`config.mk`:
```
export PLATFORM = sky130hd
export DESIGN_NAME = vegeta_output_collector
export DESIGN_NICKNAME = d
export VERILOG_FILES = /design/src/rtl/vegeta_pkg.sv /design/src/rtl/vegeta_skew_delay.sv /design/src/rtl/vegeta_output_collector.sv
export SDC_FILE = /design/constraint.sdc
export NUM_CORES = 1
export LEC_CHECK = 0
export CORE_UTILIZATION = 41
export DETAILED_ROUTE_END_ITERATION = 7
export GPL_TIMING_DRIVEN = 0
export HOLD_SLACK_MARGIN = 0.08
export PLACE_DENSITY = 0.66
export SLEW_MARGIN = 5
export SYNTH_ARGS = -nofsm -noshare
export SYNTH_HDL_FRONTEND = slang
export SYNTH_HIERARCHICAL = 1
export SYNTH_SLANG_ARGS = --single-unit
```
`constraint.sdc`:
```
create_clock -name clk -period 29.6 [get_ports clk]
set_input_delay 2.96 -clock clk [delete_from_list [all_inputs] [get_ports clk]]
set_output_delay 2.96 -clock clk [all_outputs]
set_load 0.005 [all_outputs]
```
`src/rtl/vegeta_pkg.sv`:
```
// Shared definitions for the VEGETA output collection path: collector
// state encoding and a clog2 helper that never returns zero width.
package vegeta_pkg;

  typedef enum logic [1:0] {
    ST_IDLE  = 2'd0,
    ST_DRAIN = 2'd1,
    ST_DONE  = 2'd2
  } coll_state_e;

  // Width helper: a one-entry space still needs a 1-bit index.
  function automatic int vegeta_clog2(input int num);
    if (num <= 1) return 1;
    return $clog2(num);
  endfunction

endpackage

```
`src/rtl/vegeta_skew_delay.sv`:
```
// DEPTH-stage shift register carrying a valid bit alongside its data word.
// DEPTH==0 collapses to a wire so the last array column needs no special case.
module vegeta_skew_delay #(
  parameter int DEPTH = 1,
  parameter int W     = 32
) (
  input  logic         clk,
  input  logic         rst_n,
  input  logic         in_vld,
  input  logic [W-1:0] in_data,
  output logic         out_vld,
  output logic [W-1:0] out_data
);

  if (DEPTH == 0) begin : g_pass
    assign out_vld  = in_vld;
    assign out_data = in_data;
  end else begin : g_reg
    logic [DEPTH-1:0] vld_q, vld_d;
    logic [W-1:0]     data_q [DEPTH];
    logic [W-1:0]     data_d [DEPTH];

    // Next-state of the shift chain: stage 0 takes the input, others shift.
    always_comb begin
      vld_d[0]  = in_vld;
      data_d[0] = in_data;
      for (int i = 1; i < DEPTH; i++) begin
        vld_d[i]  = vld_q[i-1];
        data_d[i] = data_q[i-1];
      end
    end

    // Shift registers, cleared so a reset never leaves a stale element behind.
    always_ff @(posedge clk or negedge rst_n) begin
      if (!rst_n) begin
        vld_q <= '0;
        for (int i = 0; i < DEPTH; i++) data_q[i] <= '0;
      end else begin
        vld_q <= vld_d;
        for (int i = 0; i < DEPTH; i++) data_q[i] <= data_d[i];
      end
    end

    assign out_vld  = vld_q[DEPTH-1];
    assign out_data = data_q[DEPTH-1];
  end

endmodule

```
`src/rtl/vegeta_output_collector.sv`:
```
// Drains the skewed column outputs of the systolic array after a compute
// pass, realigns them into rows and writes each row to the output L2 buffer.
// output_L2_loaded tells the top-level controller the pass is finished.
module vegeta_output_collector
  import vegeta_pkg::*;
#(
  parameter int N              = 4,
  parameter int M_SCALED       = 4,
  parameter int DATA_W         = 32,
  parameter int TIMEOUT_CYCLES = 2 * (N + M_SCALED) + 8
) (
  input  logic                              clk,
  input  logic                              rst_n,
  input  logic                              output_valid,
  input  logic [N-1:0]                      array_out_valid,
  input  logic [N*DATA_W-1:0]               array_out_data,
  output logic                              l2_wr_en,
  output logic [vegeta_clog2(M_SCALED)-1:0] l2_wr_addr,
  output logic [N*DATA_W-1:0]               l2_wr_data,
  output logic                              output_L2_loaded,
  output logic                              busy,
  output logic                              err_protocol,
  output logic                              err_timeout
);

  localparam int AW = vegeta_clog2(M_SCALED);
  localparam int CW = vegeta_clog2(M_SCALED + 1);
  localparam int WW = vegeta_clog2(TIMEOUT_CYCLES + 1);

  logic [1:0]          rst_sync_q, rst_sync_d;
  logic                rst_ni;
  coll_state_e         state_q, state_d;
  logic [CW-1:0]       row_cnt_q, row_cnt_d;
  logic [WW-1:0]       wd_cnt_q, wd_cnt_d;
  logic                wr_en_q, wr_en_d;
  logic [AW-1:0]       wr_addr_q, wr_addr_d;
  logic [N*DATA_W-1:0] wr_data_q, wr_data_d;
  logic                loaded_q, loaded_d;
  logic                busy_q, busy_d;
  logic                err_p_q, err_p_d;
  logic                err_t_q, err_t_d;

  logic [N-1:0]        in_vld;
  logic [N-1:0]        dly_vld;
  logic [N*DATA_W-1:0] dly_data;
  logic                row_aligned;
  logic                row_partial;

  // Reset synchronizer: assertion is immediate, release lands on a clock edge.
  always_comb rst_sync_d = {rst_sync_q[0], 1'b1};

  // Reset synchronizer flops.
  always_ff @(posedge clk or negedge rst_n) begin
    if (!rst_n) rst_sync_q <= 2'b00;
    else        rst_sync_q <= rst_sync_d;
  end

  assign rst_ni = rst_sync_q[1];

  // Only traffic that arrives during a drain enters the deskew lines.
  assign in_vld = (state_q == ST_DRAIN) ? array_out_valid : '0;

  // Column c arrives c cycles late, so it is delayed N-1-c cycles to line up.
  for (genvar c = 0; c < N; c++) begin : g_col
    vegeta_skew_delay #(
      .DEPTH(N - 1 - c),
      .W    (DATA_W)
    ) u_dly (
      .clk     (clk),
      .rst_n   (rst_ni),
      .in_vld  (in_vld[c]),
      .in_data (array_out_data[c*DATA_W +: DATA_W]),
      .out_vld (dly_vld[c]),
      .out_data(dly_data[c*DATA_W +: DATA_W])
    );
  end

  assign row_aligned = &dly_vld;
  assign row_partial = (|dly_vld) && !row_aligned;

  // Collector FSM next-state: row writes, watchdog and protocol checks.
  always_comb begin
    state_d   = state_q;
    row_cnt_d = row_cnt_q;
    wd_cnt_d  = wd_cnt_q;
    wr_en_d   = 1'b0;
    wr_addr_d = wr_addr_q;
    wr_data_d = wr_data_q;
    loaded_d  = loaded_q;
    err_p_d   = err_p_q;
    err_t_d   = err_t_q;
    unique case (state_q)
      ST_IDLE: begin
        if (output_valid) begin
          state_d   = ST_DRAIN;
          row_cnt_d = '0;
          wd_cnt_d  = '0;
        end
      end
      ST_DRAIN: begin
        if (output_valid) err_p_d = 1'b1;
        if (row_cnt_q == CW'(M_SCALED)) begin
          state_d  = ST_DONE;
          loaded_d = 1'b1;
        end else if (wd_cnt_q == WW'(TIMEOUT_CYCLES)) begin
          // Abort still reports completion so the controller cannot hang.
          state_d  = ST_DONE;
          loaded_d = 1'b1;
          err_t_d  = 1'b1;
        end else begin
          wd_cnt_d = wd_cnt_q + WW'(1);
          if (row_aligned) begin
            wr_en_d   = 1'b1;
            wr_addr_d = row_cnt_q[AW-1:0];
            wr_data_d = dly_data;
            row_cnt_d = row_cnt_q + CW'(1);
            wd_cnt_d  = '0;
          end else if (row_partial) begin
            err_p_d = 1'b1;
          end
        end
      end
      ST_DONE: begin
        if (output_valid) begin
          state_d   = ST_DRAIN;
          loaded_d  = 1'b0;
          row_cnt_d = '0;
          wd_cnt_d  = '0;
        end
      end
      default: state_d = ST_IDLE;
    endcase
    if ((state_q != ST_DRAIN) && (|array_out_valid)) err_p_d = 1'b1;
    busy_d = (state_d == ST_DRAIN);
  end

  // Collector FSM state and registered outputs.
  always_ff @(posedge clk or negedge rst_ni) begin
    if (!rst_ni) begin
      state_q   <= ST_IDLE;
      row_cnt_q <= '0;
      wd_cnt_q  <= '0;
      wr_en_q   <= 1'b0;
      wr_addr_q <= '0;
      wr_data_q <= '0;
      loaded_q  <= 1'b0;
      busy_q    <= 1'b0;
      err_p_q   <= 1'b0;
      err_t_q   <= 1'b0;
    end else begin
      state_q   <= state_d;
      row_cnt_q <= row_cnt_d;
      wd_cnt_q  <= wd_cnt_d;
      wr_en_q   <= wr_en_d;
      wr_addr_q <= wr_addr_d;
      wr_data_q <= wr_data_d;
      loaded_q  <= loaded_d;
      busy_q    <= busy_d;
      err_p_q   <= err_p_d;
      err_t_q   <= err_t_d;
    end
  end

  assign l2_wr_en         = wr_en_q;
  assign l2_wr_addr       = wr_addr_q;
  assign l2_wr_data       = wr_data_q;
  assign output_L2_loaded = loaded_q;
  assign busy             = busy_q;
  assign err_protocol     = err_p_q;
  assign err_timeout      = err_t_q;

endmodule
```
==> Word-level counts from Yosys, hierarchy flattened <==
Index checks and enable logic that the tools add are counted.
{ "totals": {"ff_bits": 345, "out_inout_bits": 135, "wordCells": 82} }
{ "classes": {"n_addsub": 2, "eq_ne": 12, "muxes": 30, "bitwise_logic": 2, "n_reduce_logical": 16} }
{ "ops": {"columns": ["op", "n"], "rows": [
  ["5-bit two-way mux", 4],
  ["1-bit two-way mux", 14],
  ["3-bit two-way mux", 4],
  ["5-bit case mux with 2 select lines", 1],
  ["2-bit != test, second input constant", 4],
  ["4-bit AND reduction", 2],
  ["4-bit OR reduction", 2],
  ["7-bit AND reduction", 1],
  ["2-bit two-way mux", 3],
  ["3-bit case mux with 2 select lines", 1],
  ["3-bit AND reduction", 2],
  ["2-bit nonzero test", 3],
  ["5-bit by 1-bit adder with 5-bit output, second input constant", 1],
  ["5-bit == test, second input constant", 1],
  ["5-bit AND reduction", 1],
  ["2-bit by 1-bit == test with 1-bit output, second input constant", 2],
  ["4-bit two-way mux", 1],
  ["2-bit by 1-bit != test with 1-bit output, second input constant", 2],
  ["2-bit case mux with 2 select lines", 1],
  ["3-bit by 1-bit adder with 3-bit output, second input constant", 1],
  ["3-bit == test, second input constant", 1],
  ["3-bit by 1-bit != test with 1-bit output, second input constant", 1],
  ["2-bit == test, second input constant", 1],
  ["1-bit logical AND", 2],
  ["5 further kinds", 6]
]} }

==> Depth between registers and ports, before layout <==
Gate-level depths: netlist (run 1).
{ "logic_depth": {"word_depth": 11, "ltp_mapped": 11, "ltp_nobuf": 7} }

==> Hierarchy <==
The synthesis (run 1) kept the hierarchy.
{ "by_module_without_submodules": {"columns": ["module", "n_inst", "cells_each", "area_per_inst_um2"], "rows": [
  ["vegeta_output_collector", 1, 379, 6064.6],
  ["vegeta_skew_delay at g_col[0].u_dly", 1, 99, 2477.4],
  ["vegeta_skew_delay at g_col[1].u_dly", 1, 66, 1651.6],
  ["vegeta_skew_delay at g_col[2].u_dly", 1, 33, 825.8],
  ["vegeta_skew_delay at g_col[3].u_dly", 1, 33, 247.7]
]} }

==> Worst setup path before layout (run 1) <==
No wires, ideal clock.
{ "synth_path": {"path_kind": "input-to-reg", "from": "input port array_out_valid[3]", "to": "register wr_data_q[10] (netlist: l2_wr_data[10])", "setup_ns": 0.125, "arrival_time_ns": 4.191, "required_time_ns": 29.475, "path_slack_ns": 25.284, "cell_stages": 7, "cell_sequence": "and2_1 > buf_4 > and4_1 > nand4_2 > buf_6 > buf_6 > mux2_4"} }
{ "synth_between": {"elab_chain_cells": 2} }
{ "synth_rtl": {"columns": ["element", "line", "rtl"], "rows": [
  ["start, declared", "vegeta_output_collector.sv:15", "input logic [N-1:0] array_out_valid,"],
  ["4-bit two-way mux", "vegeta_output_collector.sv:61", "assign in_vld = (state_q == ST_DRAIN) ? array_out_valid : '0;"],
  ["via dly_vld[3]", "vegeta_output_collector.sv:44", "logic [N-1:0] dly_vld;"],
  ["7-bit AND reduction (no line)", null, null],
  ["end signal, assigned", "vegeta_output_collector.sv:156", "wr_data_q <= wr_data_d;"],
  ["end, declared", "vegeta_output_collector.sv:37", "logic [N*DATA_W-1:0] wr_data_q, wr_data_d;"]
]} }
The timed path passes the listed nets, and every way through them passes these cells.
A chain may end at the register's enable or synchronous reset.

==> Final worst setup path (run 1) <==
{ "layout_path": {"from": "input port array_out_valid[3]", "to": "register wr_data_q[46] (netlist: l2_wr_data[46])"} }
{ "layout_between": {"elab_chain_cells": 2} }
{ "layout_rtl": {"columns": ["element", "line", "rtl"], "rows": [
  ["4-bit two-way mux", "vegeta_output_collector.sv:61", null],
  ["via in_vld[3]", "vegeta_output_collector.sv:43", "logic [N-1:0] in_vld;"],
  ["7-bit AND reduction (no line)", null, null]
]} }
The timed path passes the listed nets, and every way through them passes these cells.

==> results of run 1 <==
[routing by layer]
| layer | global-route usage (%) | part of all wire, % |
|---|---|---|
| met2 | 23.26 | 46 |
| met3 | 5.289 | 8.1 |
| met4 | 4.268 | 1.7 |
| met1 | 20.56 | 44 |
| met5 | 0 | 0 |
[flip-flops by register name, indices dropped and copies added, names as in the netlist]
| register | flops |
|---|---|
| l2_wr_data | 128 |
| g_col.u_dly/g_reg.data_d | 96 |
| g_col.u_dly/out_data | 96 |
| g_col.u_dly/g_reg.vld_q | 5 |
| wd_cnt_q | 5 |
| row_cnt_q | 3 |
| l2_wr_addr | 2 |
| rst_sync_q | 2 |
| state_q | 2 |
| busy | 1 |
| err_protocol | 1 |
| err_timeout | 1 |
| g_col.u_dly/out_vld | 1 |
| l2_wr_en | 1 |
| output_L2_loaded | 1 |
[worst max-delay path, delay by kind of cell]
kind,cells,cell delay (ns)
muxes,1,0.30
buffers and inverters,4,1.06
and+or+nand+nor,3,0.71
[area by class of cell]
cell class | instances | area, sq um
fill | 2139 | 11570
multi-input combinational | 207 | 2223
tap | 341 | 426.7
clock inverter | 14 | 115.1
inverter | 9 | 33.78
timing repair buffer | 242 | 2510
sequential | 345 | 8637
buffer | 49 | 376.6
clock buffer | 52 | 1054
[where the power goes]
group          switching (mW)  internal (mW)  leakage [nW]
logic                  0.0689          0.122          2.43
registers              0.0294          0.526          4.33
clock network           0.178          0.258         0.576
total                   0.276          0.906          7.34
[cells by family after synthesis]
family | after synthesis | share of synthesized area [%]
buffers and inverters | 58 | 3.642
AND/OR/NAND/NOR | 43 | 2.132
flip-flops | 345 | 76.62
other | 1 | 0.03328
AO/OA/AOI/OAI | 25 | 1.544
multiplexers | 130 | 15.14
adder cells (fa/ha/maj) | 8 | 0.8884
[per-stage QoR]
step	utilization (%)	power [mW]	std cells
final	57.05	1.182	1259
after global routing	57.05	1.242	1259
after CTS	57.05	1.203	1259
after detailed placement	52.72	0.7570	1193
after global placement	52.19	0.7492	1188
after floorplan	-	0.6495	610
[placed cells by master (no fill, tap or decap), drive strengths merged, types with 2 or more instances in the layout]
master,count
o31ai,5
nand4,4
nor2,6
clkinvlp,2
ha,8
a31oi,2
clkbuf,53
and2,5
dfrtp,345
nand3,6
clkdlybuf4s50,237
a21o,2
clkinv,10
nand2,12
mux2i,2
mux2,128
o2bb2ai,2
inv,10
buf,53
o21ai,7
[final timing paths]
kind                                                      start                               to  cells after the start
worst max-delay path                         array_out_valid[3]                   l2_wr_data[46]                      8
min in group asynchronous                         rst_sync_q[1]                      wd_cnt_q[3]                      0
max in group asynchronous                                 rst_n                    rst_sync_q[1]                      1
worst max register to register                       state_q[1]                   l2_wr_data[46]                     10
worst min register to register  g_col[0].u_dly/g_reg.data_d[57]  g_col[0].u_dly/g_reg.data_d[25]                      0
worst min-delay path            g_col[0].u_dly/g_reg.data_d[57]  g_col[0].u_dly/g_reg.data_d[25]                      0
==> run_results.csv, run 1 <==
group,metric,value,unit
routing,via_count,5680,
placed_design,io_buffers,237,
logic_synthesis,yosys.area.top_type,"dfrtp_1",
clock_tree,cts_resized,0,
sta,finalHoldViolCount,0,
cells_and_area,area_growth_syn_to_layout,36.47,%
critical_path,required,29.99,ns
cells_and_area,antennaDiodeCount,0,
sta,tightest_slew,0.7279,ns
placed_design,gp_congestion,0.7680,
grt,grt.total_usage,15.18,%
sta,setup-tns-final,0,ns
sta,fin_skew,0.01678,ns
clock_tree,cts_max_level,2,
sta,max-slew-margin-rel,51.47,%
grt,grt_pass1_wl,33.18,mm
critical_path,endpoint_kind,"flip-flop",
logic_synthesis,ys_seq_elements,345,
critical_path,cp_cell_sequence,"clkdlybuf4s50_1 > and2_1 > buf_4 > and4_1 > nand4_2 > buf_6 > buf_6 > mux2_4",
logic_synthesis,post_synth.cell_area_avg,18.47,sq um
routing,wirelength,20.69,mm
clock_tree,clk_pin_slew,0.06,ns
clock_tree,cts_tree,"built",
sta,fin_crit,4.642,ns
power_and_ir_drop,ir_worst_vdd,0.05115,mV
clock_tree,clk_latency,0.51,ns
clock_tree,cts_max_path_buffers,3,
clock_tree,cts_root_buf,"clkbuf_16",
logic_synthesis,synth_warnings,6,
cells_and_area,layout-drive-gt1-share,26.36,%
sta,finalSetupViolations,0,
die,die-area,28150,sq um
critical_path,startpoint_type,"input pin",
logic_synthesis,synth-seq-area-share,76.62,%
critical_path,path_max_fanout,10,
logic_synthesis,ys_top_cells_by_area,"dfrtp_1 77%, mux2_4 8.7%, mux2_2 6.3%",
placed_design,place_hpwl,14.24,mm
routing,drc_errors,0,
routing,drt-vias-per-instance,4.512,
routing,initialDrtViolationCount,271,
cells_and_area,finalInstanceArea,15380,sq um
outcome,status,"finished, final reports clean",
grt,grt_max_degree,65,
clock_tree,numClockSinks,345,
logic_synthesis,syn_inst,610,
die,die_y,167.8,microns
logic_synthesis,synth_most_common_cell,"dfrtp_1",
critical_path,r2r_setup_slack,26.88,ns
clock_tree,postCtsSetupBuffers,0,
routing,dr.pass1.iters,4,
grt,grt.overflow.total,0,
sta,grt_setup_unrepaired,"false",
flow_run,maxCapViolations,0,
routing,ant_nets,0,
grt,grt_antenna_before_repair,0,
sta,drv_slew,0,
sta,layout_setup_ws,24.96,ns
cells_and_area,nets,1034,
logic_synthesis,ys_top_cells_by_count,"345 x dfrtp_1, 65 x mux2_4, 63 x mux2_2, 33 x buf_4, 12 x nand2_1",
logic_synthesis,synth_fp_nets,753,
critical_path,cp_data_arrival_time,5.03,ns
power_and_ir_drop,total_leakage_power,7.338,nW
power_and_ir_drop,power_density,76.89,nW/um^2
sta,hold_ws,0.3396,ns
clock_tree,holdBufCountCts,0,
placed_design,placed_area,14210,sq um
clock_tree,cts_buffers,37,
logic_synthesis,synth.top_cell.area_share,76.62,%
logic_synthesis,async_flop_share,100.0,%
logic_synthesis,synth_cell_type_count,39,
routing,wl_per_cell,16.43,microns
sta,max_freq,215.4,MHz
placed_design,place_ws,24.38,ns
logic_synthesis,synth_edf_count,0,
logic_synthesis,synth.cell_area,11270,sq um
critical_path,max_stage_delay,0.47,ns
sta,finalCritPeriodShare,15.68,%
logic_synthesis,synth_ff_type,"dfrtp_1",
critical_path,criticalPathCategory,"in2reg",
critical_path,cpMaxStageDelayCell,"clkdlybuf4s50_1",
die,rows,60,
worst_hold_path,hp-class,"reg2reg",
die,ios,270,
die,die_w,167.8,microns
grt,grt_pass1_vias,6076,
die,initial_utilization,41.81,%
die,core,26950,sq um
critical_path,path_common_cell,"buf_6",
(Power assumes the default switching activity.)
==> inputs of run 2 (changes only) <==
--- a/config.mk
+++ b/config.mk
@@ -9,7 +9,7 @@
 export DETAILED_ROUTE_END_ITERATION = 7
 export GPL_TIMING_DRIVEN = 0
 export HOLD_SLACK_MARGIN = 0.08
-export PLACE_DENSITY = 0.66
+export PLACE_DENSITY = 0.69
 export SLEW_MARGIN = 5
 export SYNTH_ARGS = -nofsm -noshare
 export SYNTH_HDL_FRONTEND = slang
==> constraint.sdc (replaced) <==
create_clock -name clk -period 4.25 [get_ports clk]
set_input_delay 0.425 -clock clk [delete_from_list [all_inputs] [get_ports clk]]
set_output_delay 0.425 -clock clk [all_outputs]
set_load 0.005 [all_outputs]
==> run 2 against run 1 <==
Compared with the run above:
- count of clock-buffer cells in the layout grew 4
- non-clock buffer count rose by 1
- critical path type is now reg2reg
- largest power group unchanged
- critical path depth is 2 higher
- sequential power rose to 7.0 times the previous value
- final cell count is essentially flat
- flip-flop and latch count is the same
- design area grew 0.37%
- worst hold slack lost 0.19 ns
- combinational power increased to 7.0 times the previous value
- wire length shrank 1.7%
- critical endpoint is now l2_wr_data[33]
==> run_results.csv, run 2 (synthesis results as in run 1) <==
group,metric,value,unit
die,ios,270,
cells_and_area,antennaDiodeCount,0,
clock_tree,cts_max_level,2,
critical_path,cpMaxStageDelayCell,"dfrtp_1",
routing,wl_per_cell,16.16,microns
power_and_ir_drop,power_density,540.0,nW/um^2
routing,wl_met2,9.195,mm
sta,tightest_slew,0.6717,ns
critical_path,critPathTopFamily,"buffers and inverters",
cells_and_area,final_util,57.27,%
clock_tree,cts_tree,"built",
routing,routed.top_layer,"met5",
placed_design,gp_congestion,0.7711,
critical_path,path_common_cell,"buf_6",
critical_path,path_max_fanout,10,
power_and_ir_drop,clockPowerShare,37.6,%
sta,max-slew-margin-rel,55.22,%
power_and_ir_drop,p_sw,1.885,mW
critical_path,startpoint_type,"flip-flop",
grt,grt_antenna_before_repair,1,
routing,dr.pass1.iters,4,
clock_tree,clk_pin_slew,0.06,ns
routing,wl_met3,1.769,mm
critical_path,max_stage_delay,0.44,ns
routing,via_count,5718,
worst_hold_path,hp-class,"in2reg",
die,core,26950,sq um
sta,max_freq,369.4,MHz
placed_design,io_buffers,237,
sta,fin_crit,2.707,ns
flow_run,maxCapViolations,0,
cells_and_area,fin_cells,1258,
power_and_ir_drop,seqPwrFrac,46.4,%
critical_path,endpoint_kind,"flip-flop",
outcome,status,"finished, final reports clean",
cells_and_area,largest_reg_flops,128,
sta,finalHoldViolCount,0,
grt,grt.total_usage,14.89,%
critical_path,required,4.63,ns
critical_path,cp_cell_sequence,"inv_1 > ha_1 > buf_2 > and2_1 > buf_4 > and4_1 > nand4_2 > buf_6 > buf_6 > mux2_4",
sta,finalCritPeriodShare,63.69,%
routing,wirelength,20.33,mm
clock_tree,postCtsSetupBuffers,0,
die,rows,60,
sta,drv_slew,0,
power_and_ir_drop,p_int,6.450,mW
routing,drc_errors,0,
cells_and_area,mostFrequentLayoutCells,"344 x dfrtp_1, 237 x clkdlybuf4s50_1, 65 x mux2_4",
grt,grt.overflow.total,0,
sta,fin_skew,0.01172,ns
power_and_ir_drop,combPwrFrac,15.9,%
routing,initialDrtViolationCount,260,
clock_tree,clk_latency,0.50,ns
clock_tree,cts_root_buf,"clkbuf_16",
routing,wl_met1,8.878,mm
power_and_ir_drop,total_leakage_power,7.363,nW
grt,grt_pass1_wl,32.83,mm
critical_path,critical_path_buf_inv_count,5,
cells_and_area,layout-drive-gt1-share,26.17,%
placed_design,dp.cells,1193,
die,die_y,167.8,microns
clock_tree,numClockSinks,345,
die,initial_utilization,41.81,%
sta,finalSetupViolations,0,
cells_and_area,nets,1035,
clock_tree,cts_max_path_buffers,3,
cells_and_area,area_growth_syn_to_layout,36.98,%
routing,ant_nets,0,
routing,drt-vias-per-instance,4.545,
critical_path,criticalPathCategory,"reg2reg",
grt,grt_max_degree,69,
power_and_ir_drop,switching_share,22.61,%
critical_path,cp_data_arrival_time,3.09,ns
die,die_w,167.8,microns
die,die-area,28150,sq um
clock_tree,cts_buffers,37,
power_and_ir_drop,ir_worst_vdd,0.2760,mV
cells_and_area,final_common_cell,"dfrtp_1",
placed_design,place_hpwl,13.79,mm
grt,grt_pass1_vias,6149,
sta,grt_setup_unrepaired,"false",
==> run 2: changes by cell type in the layout (fill, tap and decap cells not counted), sizes merged <==
cell	change
clkinvlp	-1
bufinv	+1
clkbuf	+4
clkinv	-6
dlygate4sd3	+1
==> run 2: power groups by stage <==
stage | Combinational (mW) | Sequential, mW | Clock, mW
floorplan | 0.575 | 3.94 | 0
global placement | 1.25 | 3.96 | 0
detailed placement | 1.34 | 3.93 | 0
CTS | 1.35 | 3.87 | 3.25
global route | 1.45 | 3.92 | 3.38
finish | 1.33 | 3.87 | 3.14
==> run 2: metrics by stage <==
step | power [mW] | area [sq um] | hold WS (ns) | setup TNS [ns] | worst slack [ns]
2_1_floorplan | 4.520 | 11270 | 0.1294 | 0 | 0.8394
3_3_place_gp | 5.209 | 14070 | 0.3312 | -114.40 | -0.3655
3_5_place_dp | 5.269 | 14210 | 0.3347 | 0 | 1.491
4_1_cts | 8.475 | 15430 | 0.1264 | 0 | 1.462
5_1_grt | 8.749 | 15430 | 0.1252 | 0 | 1.369
6_report | 8.335 | 15430 | 0.1515 | 0 | 1.543
==> run 2: routing by layer <==
metal | vias to the layer above | track usage, %
met1 | 2858 | 19.81
met2 | 228 | 22.63
met5 | - | 0
met4 | 2 | 4.866
met3 | 43 | 5.571
li1 | 2587 | -
==> run 2: path summary, 6_finish.rpt <==
path / from / endpoint / slack (ns) / depth (start not counted)
max in group asynchronous: rst_sync_q[1] / g_col[1].u_dly/out_data[20] / 2.81 / 2
hold reg to reg: g_col[0].u_dly/g_reg.data_d[27] / g_col[0].u_dly/out_data[27] / 0.34 / 0
min in group asynchronous: rst_sync_q[1] / wd_cnt_q[1] / 0.37 / 0
setup reg to reg: state_q[1] / l2_wr_data[33] / 1.54 / 10
setup / recovery: state_q[1] / l2_wr_data[33] / 1.54 / 10
hold / removal: array_out_data[103] / l2_wr_data[103] / 0.15 / 2
==> run 2: final cells by class <==
type | count | area [sq um]
Timing Repair Buffer | 243 | 2520
Sequential cell | 345 | 8637
Tap cell | 341 | 426.7
Fill cell | 2046 | 11520
Inverter | 9 | 33.78
Multi-Input combinational cell | 207 | 2223
Clock buffer | 56 | 1120
Clock inverter | 8 | 96.34
Buffer | 49 | 376.6
==> run 2: repair_timing <==
action | CTS | global route
hold buffers | 1 | 0
gates resized for setup | 0 | 0
endpoints found under the hold margin | 2 | 0
==> run 2: worst reg2reg max path, cell delays in order (launching register included) <==
cell     delay [ns]
dfrtp_1        0.44
inv_1          0.13
ha_1           0.20
buf_2          0.21
and2_1         0.15
buf_4          0.11
and4_1         0.25
nand4_2        0.32
buf_6          0.30
buf_6          0.18
mux2_4         0.30
==> inputs of run 3 (changes only) <==
--- a/config.mk
+++ b/config.mk
@@ -9,7 +9,7 @@
 export DETAILED_ROUTE_END_ITERATION = 7
 export GPL_TIMING_DRIVEN = 0
 export HOLD_SLACK_MARGIN = 0.08
-export PLACE_DENSITY = 0.69
+export PLACE_DENSITY = 0.66
 export SLEW_MARGIN = 5
 export SYNTH_ARGS = -nofsm -noshare
 export SYNTH_HDL_FRONTEND = slang
==> constraint.sdc (replaced) <==
create_clock -name clk -period 2.7 [get_ports clk]
set_input_delay 0.27 -clock clk [delete_from_list [all_inputs] [get_ports clk]]
set_output_delay 0.27 -clock clk [all_outputs]
set_load 0.005 [all_outputs]
==> run 3 against run 2 <==
Compared with the run above:
- sequential share of layout area decreased by 1.2 points
- first-iteration DRC count down 11%
- core utilization up 1.3 points
- critical endpoint is now l2_wr_data[27]
- largest cell class unchanged
==> run_results.csv, run 3 (synthesis results as in run 1) <==
group,metric,value,unit
placed_design,place_ws,-0.05586,ns
critical_path,critPathTopFamily,"buffers and inverters",
sta,finalHoldViolCount,0,
grt,grt_antenna_before_repair,1,
placed_design,io_buffers,237,
clock_tree,cts_root_buf,"clkbuf_16",
clock_tree,cts_max_level,2,
cells_and_area,multi_input_area,2236,sq um
sta,finalCritPeriodShare,94.12,%
critical_path,max_stage_delay,0.46,ns
sta,grt_setup_unrepaired,"false",
critical_path,critical_path_buf_inv_count,5,
grt,grt.total_usage,15.18,%
cells_and_area,largest_reg_flops,128,
power_and_ir_drop,power_density,833.8,nW/um^2
routing,initialDrtViolationCount,232,
critical_path,path_max_fanout,10,
sta,max_freq,393.5,MHz
routing,wl_per_cell,15.99,microns
grt,grt_pass1_wl,33.53,mm
placed_design,dp.cells,1193,
clock_tree,postCtsSetupBuffers,0,
sta,finalSetupViolations,0,
sta,layout_setup_ws,0.1587,ns
die,die-area,28150,sq um
die,initial_utilization,41.81,%
cells_and_area,nFillCells,2034,
routing,ant_nets,0,
critical_path,startpoint_type,"flip-flop",
routing,dr.pass1.iters,4,
cells_and_area,mostFrequentLayoutCells,"344 x dfrtp_1, 237 x clkdlybuf4s50_1, 65 x mux2_4",
sta,fin_skew,0.01303,ns
worst_hold_path,hp-class,"in2reg",
routing,via_count,5859,
critical_path,cp_cell_sequence,"inv_1 > ha_2 > clkbuf_4 > and2_1 > buf_4 > and4_2 > nand4_4 > buf_12 > buf_6 > mux2_4",
flow_run,maxCapViolations,0,
power_and_ir_drop,total_leakage_power,7.506,nW
critical_path,endpoint_kind,"flip-flop",
power_and_ir_drop,ir_worst_vdd,0.4995,mV
die,die_y,167.8,microns
critical_path,cp_data_arrival_time,2.93,ns
clock_tree,cts_tree,"built",
clock_tree,cts_buffers,37,
sta,fin_crit,2.541,ns
routing,wirelength,20.69,mm
cells_and_area,layout-drive-gt1-share,26.05,%
cells_and_area,final_common_cell,"dfrtp_1",
placed_design,gp_congestion,0.7675,
cells_and_area,area_growth_syn_to_layout,40.03,%
critical_path,criticalPathCategory,"reg2reg",
outcome,status,"finished, final reports clean",
cells_and_area,seqCellArea,8637,sq um
critical_path,cpMaxStageDelayCell,"dfrtp_1",
cells_and_area,nets,1067,
die,core,26950,sq um
grt,grt_max_degree,69,
routing,drc_errors,0,
clock_tree,clk_pin_slew,0.06,ns
clock_tree,cts_max_path_buffers,3,
sta,drv_slew,0,
die,rows,60,
critical_path,required,3.08,ns
clock_tree,numClockSinks,345,
clock_tree,clk_latency,0.50,ns
power_and_ir_drop,totalPowerFinal,13.16,mW
placed_design,place_hpwl,13.76,mm
die,ios,270,
die,die_w,167.8,microns
cells_and_area,fin_cells,1294,
grt,grt.overflow.total,0,
grt,grt_pass1_vias,6238,
routing,drt-vias-per-instance,4.528,
## run 3: cell types whose count changed in the layout (fill, tap and decap cells not counted), sizes merged
cell / delta
clkbuf: -3
diode: +1
clkinvlp: +1
inv: +2
buf: -1
dlygate4sd3: +32
clkinv: +4
## run 3: final timing paths
| kind | endpoint | start | slack (ns) | cells past startpoint |
|---|---|---|---|---|
| min in group asynchronous | g_col[0].u_dly/g_reg.vld_q[2] | rst_sync_q[1] | 0.30 | 0 |
| max in group asynchronous | g_col[1].u_dly/g_reg.data_d[17] | rst_sync_q[1] | 1.05 | 3 |
| worst min-delay path | g_col[0].u_dly/g_reg.data_d[54] | array_out_data[22] | 0.20 | 1 |
| worst max register to register | l2_wr_data[27] | state_q[1] | 0.16 | 10 |
| worst max-delay path | l2_wr_data[27] | state_q[1] | 0.16 | 10 |
| worst min register to register | g_col[0].u_dly/g_reg.vld_q[2] | rst_sync_q[1] | 0.30 | 0 |
## run 3: timing repair
item / CTS / global route
endpoints found under the hold margin: 34 / 0
cloned: 0 / 0
hold buffers: 33 / 0
resized for setup: 1 / 5
endpoints found under the setup margin: 65 / 65
pin swaps: 0 / 1
## run 3: per-layer routing
layer	up-vias	wire (microns)	global-route usage [%]
li1	2658	-	-
met1	2949	8598	19.39
met2	209	9741	23.70
met3	43	1754	5.712
met4	0	595	5.505
met5	-	0	0
## run 3: final cells by class
cell class / instances / area share [%]
timing repair buffer: 275 / 18.00
clock buffer: 52 / 6.796
multi-input combinational: 207 / 14.17
tap: 341 / 2.704
inverter: 9 / 0.2141
antenna: 1 / 0.01586
clock inverter: 15 / 0.8961
buffer: 49 / 2.458
sequential: 345 / 54.74
## run 3: power by group
part	leakage, nW	internal (mW)	switching, mW
registers	4.33	5.76	0.314
logic	2.57	1.38	0.775
clock network	0.601	2.97	1.95
total	7.51	10.1	3.04
## run 3: through the flow
| stage | TNS [ns] | hold WS, ns | utilization (%) | cell area [sq um] |
|---|---|---|---|---|
| final | 0 | 0.1994 | 58.54 | 15780 |
| after global routing | 0 | 0.1689 | 58.54 | 15780 |
| after CTS | 0 | 0.1737 | 58.48 | 15760 |
| after detailed placement | -2.901 | 0.3109 | 52.72 | 14210 |
| after global placement | -635.64 | 0.3311 | 52.21 | 14070 |
| after floorplan | -243.73 | -0.02559 | - | 11270 |
## run 3: worst reg2reg max path: cells and delay by family, from the launching register on
kind	cells	cell delay, ns
buffers and inverters	5	0.85
muxes	1	0.31
DFF	1	0.46
adders and majority gates	1	0.23
and+or+nand+nor	3	0.60
